### config.mk
export PLATFORM = sky130hd
export DESIGN_NAME = operand_stage
export DESIGN_NICKNAME = d
export VERILOG_FILES = /design/src/rtl/operand_stage.sv
export SDC_FILE = /design/constraint.sdc
export NUM_CORES = 1
export LEC_CHECK = 0
export ABC_AREA = 1
export CAP_MARGIN = 10
export CORE_ASPECT_RATIO = 0.5
export CORE_MARGIN = 2
export CORE_UTILIZATION = 56
export DETAILED_ROUTE_END_ITERATION = 8
export DONT_BUFFER_PORTS = 1
export PLACE_DENSITY = 0.74
export RECOVER_POWER = 50
export SLEW_MARGIN = 20
export SYNTH_ARGS = -nofsm -noshare
export SYNTH_HDL_FRONTEND = slang
export SYNTH_SLANG_ARGS = --single-unit
### constraint.sdc
create_clock -name clk -period 2.85 [get_ports clk]
set_input_delay 0.855 -clock clk [delete_from_list [all_inputs] [get_ports clk]]
set_output_delay 0.855 -clock clk [all_outputs]
set_load 0.01 [all_outputs]
### src/rtl/operand_stage.sv
// Operand-fetch stage ahead of the ALU: 8x16 register file with write-back bypass,
// immediate select, busy scoreboard and a registered valid/ready output stage.
module operand_stage #(
  parameter int WIDTH = 16,
  parameter int REGS  = 8,
  localparam int IW   = $clog2(REGS)
) (
  input  logic             clk,
  input  logic             rst,
  input  logic             in_valid,
  output logic             in_ready,
  input  logic [2:0]       in_alith,
  input  logic [IW-1:0]    in_rd,
  input  logic [IW-1:0]    in_rs1,
  input  logic [IW-1:0]    in_rs2,
  input  logic             in_use_imm,
  input  logic [WIDTH-1:0] in_imm,
  output logic             out_valid,
  input  logic             out_ready,
  output logic [2:0]       alith,
  output logic [WIDTH-1:0] source1,
  output logic [WIDTH-1:0] source2,
  output logic [IW-1:0]    out_rd,
  input  logic             wb_en,
  input  logic [IW-1:0]    wb_rd,
  input  logic [WIDTH-1:0] wb_data
);

  logic [WIDTH-1:0] rf [REGS];
  logic [REGS-1:0]  busy;
  logic [REGS-1:0]  wb_hit;
  logic [REGS-1:0]  busy_eff;
  logic [REGS-1:0]  busy_next;
  logic [WIDTH-1:0] rs1_val;
  logic [WIDTH-1:0] rs2_val;
  logic             hazard;
  logic             accept;

  always_comb begin
    wb_hit = '0;
    if (wb_en) wb_hit[wb_rd] = 1'b1;
  end

  // A register being written back this cycle no longer blocks a reader.
  assign busy_eff = busy & ~wb_hit;

  always_comb begin
    if (in_rs1 == '0)        rs1_val = '0;
    else if (wb_hit[in_rs1]) rs1_val = wb_data;
    else                     rs1_val = rf[in_rs1];

    if (in_rs2 == '0)        rs2_val = '0;
    else if (wb_hit[in_rs2]) rs2_val = wb_data;
    else                     rs2_val = rf[in_rs2];
  end

  assign hazard   = busy_eff[in_rs1] | (!in_use_imm & busy_eff[in_rs2]) | busy_eff[in_rd];
  assign in_ready = (!out_valid || out_ready) && !hazard;
  assign accept   = in_valid && in_ready;

  // Clear first so a same-cycle re-issue to the same register keeps it busy.
  always_comb begin
    busy_next = busy_eff;
    if (accept && in_rd != '0) busy_next[in_rd] = 1'b1;
  end

  always_ff @(posedge clk) begin
    if (rst) begin
      for (int i = 0; i < REGS; i++) rf[i] <= '0;
      busy      <= '0;
      out_valid <= 1'b0;
      alith     <= '0;
      source1   <= '0;
      source2   <= '0;
      out_rd    <= '0;
    end else begin
      if (wb_en && wb_rd != '0) rf[wb_rd] <= wb_data;
      busy <= busy_next;
      if (accept) begin
        out_valid <= 1'b1;
        alith     <= in_alith;
        source1   <= rs1_val;
        source2   <= in_use_imm ? in_imm : rs2_val;
        out_rd    <= in_rd;
      end else if (out_ready) begin
        out_valid <= 1'b0;
      end
    end
  end

endmodule

==> reports/metrics.yaml, run 1 <==
status: "finished, final reports clean"
tightest_slew_ns: 1.171
die_h_um: 95.00
rr_worst_depth: 12
slowest_delay_ns: 0.25
fin_area_um2: 10310
peakVddDrop_v: 0.0004958
critical-path-top-delay-family: "simple AND/OR/NAND/NOR gates"
power.density_nw_per_um2: 620.0
groute.usage.overall_pct: 35.45
clk_pin_slew_ns: 0.07
die_area_um2: 17670
io_pins: 93
syn2layout_area_growth_pct: 11.18
critPathKind: "input port to output pin"
core_um2: 16270
dieWidth_um: 186.0
grt_pass1_wl_mm: 46.09
cts_hold_buf: 0
crit_top_cell: "nand2_1"
crit_required_ns: 2.00
r2r_start: "out_valid"
syn_avg_cell_area_um2: 7.806
start_util_pct: 57.01
critPathCaptureType: "output pin"
synth_area_um2: 9274
portBuffers: 0
antenna_found_initial: 0
ys_seq_area_share_pct: 51.59
reg2reg_slack_ns: 0.84
arrival_ns: 1.98
worstHoldPathType: "input port to flop"
whs_endpoint: "out_valid"
cp_cell_sequence: "clkinvlp_4, nor2_4, nand3_2, nand3_1, nand2_1, inv_1, nand2_1, nand2_1, nand3_2, nor2_4"
wl_per_cell_um: 21.76
via_per_inst: 6.225
drtAntennaViolNets: 0
num_rows: 33
synth-seq-cells: 175
grt_max_degree: 42
route.vias.total: 8871
synth.distinct_cells: 25
p_total_mw: 6.393
dp_worst_setup_slack_ns: 0.05207
max_cap_violations: 0
synth_cells: 1188
period_share_pct: 99.34
clock_skew_ns: 0.01345
drv_slew: 0
gr-total-overflow: 0
hold_violations: 0
htree_levels: 4
dr.pass1.iters: 7
hold_depth: 1
period_needed_ns: 2.831
crit_fanout: 8
drc: 0
nNetsFinal: 1238
yosysWarningCount: 0
hpwl_mm: 20.10
leakage_nw: 4.422
grt_pass1_vias: 8097
fin_util_pct: 63.38
max_freq_mhz: 353.2
slew_headroom_pct: 21.94
drive_above_1_share_pct: 8.013
placed_area_um2: 9642
crit_slowest_cell: "nor2_4"
rsz0062_at_grt: "yes"
antenna_cells: 0
cts_buffers: 17
worst_slack_ns: 0.01875
path_buf_inv: 2
finalWirelength_mm: 31.01
max-clock-path-buffers: 2
cts_tree: "yes"
drtIter0Drc: 1408
routabilityCongestion: 0.9304
clock_sinks: 175
start_kind: "input port"
setup_viol: 0
reg2reg_to: "source1[8]"
root_buffer: "clkbuf_16"
holdWs_ns: 0.4907
min_from: "rst"
insertion_delay_ns: 0.43
[through the flow]
| step | std cells | setup TNS (ns) |
|---|---|---|
| after global placement | 1391 | 0 |
| after global routing | 1425 | -0.09210 |
| after floorplan | 1203 | 0 |
| after detailed placement | 1391 | 0 |
| final | 1425 | 0 |
| after CTS | 1423 | 0 |
[cells in the final DEF (no fill, tap or decap), drive strengths merged]
cell type / synthesis / final
o221ai: 60 / 60
nand2: 394 / 394
clkbuf: 53 / 18
buf: 25 / 40
nor2: 212 / 212
o21ai: 13 / 13
o211ai: 18 / 18
a21oi: 21 / 21
a22oi: 2 / 2
clkinv: 0 / 9
edfxtp: 128 / 128
dfxtp: 47 / 47
clkinvlp: 0 / 2
conb: 1 / 16
nand4: 10 / 10
bufinv: 0 / 1
nand3: 136 / 136
inv: 68 / 71
[layout make-up]
class,count,area (um^2)
Fill cell,1391,5957
Sequential cell,175,4785
Timing Repair Buffer,41,366.6
Multi-Input combinational cell,882,3995
Clock inverter,15,192.7
Inverter,68,262.8
Tap cell,227,284.0
Clock buffer,17,425.4
[how the worst max path moves through the flow]
stage	to	startpoint	slack (ns)	cells past startpoint
4_1_cts	in_ready	wb_rd[2]	0.04	9
3_3_place_gp	in_ready	wb_en	0.01	10
2_1_floorplan	in_ready	in_rs2[1]	0.008	11
6_report	in_ready	wb_rd[2]	0.02	10
3_5_place_dp	in_ready	wb_rd[2]	0.05	9
5_1_grt	in_ready	wb_rd[2]	-0.09	9
[cell usage after synthesis]
library cell / n / area [um^2]
nor2_2: 3 / 18.77
o211ai_2: 1 / 12.51
o211ai_1: 17 / 127.6
inv_2: 5 / 18.77
a21oi_2: 1 / 8.760
conb_1: 1 / 3.750
a21oi_1: 20 / 100.1
buf_2: 12 / 60.06
clkbuf_1: 53 / 198.9
nand2_2: 3 / 18.77
a22oi_1: 2 / 15.01
inv_1: 63 / 236.5
dfxtp_1: 47 / 940.9
buf_6: 2 / 22.52
nand4_1: 10 / 62.56
nand2_1: 391 / 1468
o21ai_0: 13 / 65.06
o221ai_1: 60 / 525.5
nand3_1: 135 / 675.7
buf_4: 2 / 15.01
nor2_4: 1 / 11.26
buf_1: 9 / 33.78
edfxtp_1: 128 / 3844
nor2_1: 208 / 780.8
nand3_2: 1 / 10.01
[where the power goes]
group          switching, mW  internal, mW  leakage (nW)
clock network           1.16          1.27         0.299
logic                  0.610         0.291          2.50
registers              0.143          2.92          1.63
total                   1.91          4.48          4.42
[repair_timing]
action,4_1_cts,5_1_grt
setup buffers,0,2
resized for setup,0,11
endpoints found under the setup margin,0,1
[flip-flops by register name, indices dropped and copies added, names as in the netlist]
name / cells
alith: 3
busy: 8
out_rd: 3
out_valid: 1
rf: 128
source1: 16
source2: 16
[layer usage]
| layer | GRT usage [%] | part of all wire (%) | vias to the layer above | routed length [um] |
|---|---|---|---|---|
| met2 | 52.35 | 42 | 697 | 13080 |
| met3 | 10.30 | 15 | 106 | 4617 |
| met4 | 13.52 | 2.9 | 0 | 897 |
| li1 | - | - | 3972 | - |
| met1 | 49.44 | 40 | 4096 | 12410 |
| met5 | 0 | 0 | - | 0 |
[cell families (layout without fill, tap and decap cells)]
group,Yosys count,after routing,share of synthesized area [%]
AO/OA/AOI/OAI,114,114,9.215
buffers and inverters,146,141,6.314
flip-flops,175,175,51.59
other,1,16,0.04044
AND/OR/NAND/NOR,752,752,32.84
Power figures use the tool's default switching activity.
==> run 2, diff against run 1 <==
--- a/config.mk
+++ b/config.mk
@@ -13,7 +13,7 @@
 export DETAILED_ROUTE_END_ITERATION = 8
 export DONT_BUFFER_PORTS = 1
 export PLACE_DENSITY = 0.74
-export RECOVER_POWER = 50
+export RECOVER_POWER = 100
 export SLEW_MARGIN = 20
 export SYNTH_ARGS = -nofsm -noshare
 export SYNTH_HDL_FRONTEND = slang
==> results of run 2 <==
Same layout as run 1: the final DEF is identical, and so are final timing and power.
==> run 3, diff against run 2 <==
--- a/config.mk
+++ b/config.mk
@@ -6,14 +6,16 @@
 export NUM_CORES = 1
 export LEC_CHECK = 0
 export ABC_AREA = 1
-export CAP_MARGIN = 10
+export CAP_MARGIN = 20
 export CORE_ASPECT_RATIO = 0.5
 export CORE_MARGIN = 2
 export CORE_UTILIZATION = 56
 export DETAILED_ROUTE_END_ITERATION = 8
 export DONT_BUFFER_PORTS = 1
+export MAX_ROUTING_LAYER = met4
 export PLACE_DENSITY = 0.74
 export RECOVER_POWER = 100
+export SETUP_SLACK_MARGIN = 0.5
 export SLEW_MARGIN = 20
 export SYNTH_ARGS = -nofsm -noshare
 export SYNTH_HDL_FRONTEND = slang
==> reports/metrics.yaml, run 3 (synthesis results as in run 1) <==
arrival_ns: 1.84  # -0.14 ns
drtIter0Drc: 1404  # -0.28%
dr.pass1.iters: 6  # -1
worstSetupStartpoint: "wb_en"
reg2reg_to: "source1[11]"
path_buf_inv: 1  # -1
regMostFlops: "rf"
die_h_um: 95.00  # unchanged
io_pins: 93  # unchanged
drv_slew: 0  # unchanged
largest_reg_flops: 128  # unchanged
clock_skew_ns: 0.009472  # -0.003979 ns
r2r_start: "out_valid"
core_um2: 16270  # unchanged
leakage_nw: 4.360  # -1.4%
clk_pin_slew_ns: 0.07  # about the same
syn2layout_area_growth_pct: 9.930
antenna_cells: 0  # unchanged
insertion_delay_ns: 0.44  # about the same
crit_fanout: 6  # -2
max_freq_mhz: 371.5  # +5.2%
crit_path_end: "in_ready"
grt_pass1_vias: 8008  # -1.1%
crit_top_cell: "nand2_1"
cp_cell_sequence: "nand2_1, inv_2, nand2_4, nand3_1, nand2_1, nor2_1, nand2_1, nor2_2, nand3_1, nor2_4"
htree_levels: 4  # unchanged
slowest_delay_ns: 0.22  # -0.03 ns
period_share_pct: 94.44  # -4.9 points
finalWirelength_mm: 31.15  # +0.47%
num_rows: 33  # unchanged
tightest_slew_ns: 1.300  # +0.1293 ns
peakVddDrop_v: 0.0005124  # +3.4%
grt_max_degree: 42  # unchanged
setup_viol: 0  # unchanged
max_cap_violations: 0  # unchanged
via_per_inst: 6.231  # about the same
cts_buffers: 17  # unchanged
fin_area_um2: 10190  # -1.1%
power.density_nw_per_um2: 618.7  # -0.21%
wl_per_cell_um: 21.91  # +0.69%
worstHoldPathType: "input port to flop"
max-clock-path-buffers: 2  # unchanged
start_util_pct: 57.01  # unchanged
drtAntennaViolNets: 0  # unchanged
placed_area_um2: 9572  # -0.73%
critPathKind: "input port to output pin"
drive_above_1_share_pct: 7.197  # -0.82 points
route.vias.total: 8860  # -0.12%
final_cell_mix: "386 x nand2_1, 202 x nor2_1, 135 x nand3_1"
setup_tns_ns: 0  # unchanged
start_kind: "input port"
reg2reg_slack_ns: 0.58  # -0.26 ns
routabilityCongestion: 0.9915  # +6.6%
hold_violations: 0  # unchanged
drc: 0  # unchanged
rsz0062_at_grt: "yes"
cts_tree: "yes"
cts_hold_buf: 0  # unchanged
crit_slowest_cell: "nor2_4"
critical-path-top-delay-family: "simple AND/OR/NAND/NOR gates"
status: "finished, final reports clean"
reg_top3: "rf x128, source1 x16, source2 x16"
rr_worst_depth: 11  # -1
crit_cells: 10  # unchanged
hpwl_mm: 19.98  # -0.62%
gr-total-overflow: 0  # unchanged
antenna_found_initial: 0  # unchanged
groute.usage.overall_pct: 36.67  # +1.2 points
portBuffers: 0  # unchanged
final_common_cell: "nand2_1"
critPathCaptureType: "output pin"
grt_pass1_wl_mm: 45.84  # -0.54%
die_area_um2: 17670  # unchanged
slew_headroom_pct: 13.32  # -8.6 points
clock_sinks: 175  # unchanged
crit_required_ns: 2.00  # about the same
dieWidth_um: 186.0  # unchanged
period_needed_ns: 2.691  # -0.1398 ns
nNetsFinal: 1235  # -0.24%
root_buffer: "clkbuf_16"
==> run 3: worst min path at each step <==
| stage | cells after the start | startpoint | endpoint |
|---|---|---|---|
| 2_1_floorplan | 2 | busy[0] | busy[0] |
| 3_3_place_gp | 2 | busy[0] | busy[0] |
| 3_5_place_dp | 2 | busy[0] | busy[0] |
| 4_1_cts | 1 | rst | out_valid |
| 5_1_grt | 1 | rst | out_valid |
| 6_report | 1 | rst | out_valid |
==> run 3: stage by stage <==
step / util (%) / setup slack, ns / hold WS (ns) / instances / power (mW)
2_1_floorplan: - / 0.08400 / 0.4606 / 1203 / 3.732
3_3_place_gp: 58.84 / 0.06900 / 0.4959 / 1385 / 3.946
3_5_place_dp: 58.84 / 0.06724 / 0.4890 / 1385 / 3.973
4_1_cts: 62.90 / 0.1693 / 0.4704 / 1420 / 6.264
5_1_grt: 62.67 / 0.05226 / 0.4681 / 1422 / 6.496
6_report: 62.67 / 0.1585 / 0.4775 / 1422 / 6.308
==> run 3: layout make-up <==
cell class,count,area [um^2]
Timing Repair Buffer,38,251.5
Clock buffer,17,425.4
Multi-Input combinational cell,882,4024
Fill cell,1452,6073
Clock inverter,15,163.9
Sequential cell,175,4785
Tap cell,227,284.0
Inverter,68,261.5
==> run 3: routing by layer <==
metal / global-route usage [%] / vias up / part of all wire [%]
li1: - / 3964 / -
met1: 48.56 / 4118 / 39
met4: 13.65 / 0 / 3.5
met3: 11.53 / 96 / 16
met2: 52.88 / 682 / 42
met5: - / - / 0
==> run 3: timing repair <==
item / 4_1_cts / 5_1_grt
buffers inserted: 3 / 2
endpoints found under the setup margin: 1 / 20
pin swaps: 6 / 3
resized for setup: 12 / 4
==> run 3: worst register-to-register path: stages, from the launching register on <==
cell,delay (ns)
dfxtp_1,0.34
nand2_1,0.13
nand2_1,0.06
nor2_1,0.10
nand2_1,0.07
nor2_2,0.07
nand3_1,0.12
nor2_4,0.22
clkbuf_1,0.70
nand3_1,0.17
nand2_1,0.11
nor2_1,0.06
==> run 3: where the power goes <==
part | total, mW | switching (mW) | internal (mW)
sequential | 3.07 | 0.140 | 2.93
combinational | 0.896 | 0.623 | 0.273
clock | 2.35 | 1.17 | 1.18
total | 6.31 | 1.93 | 4.38
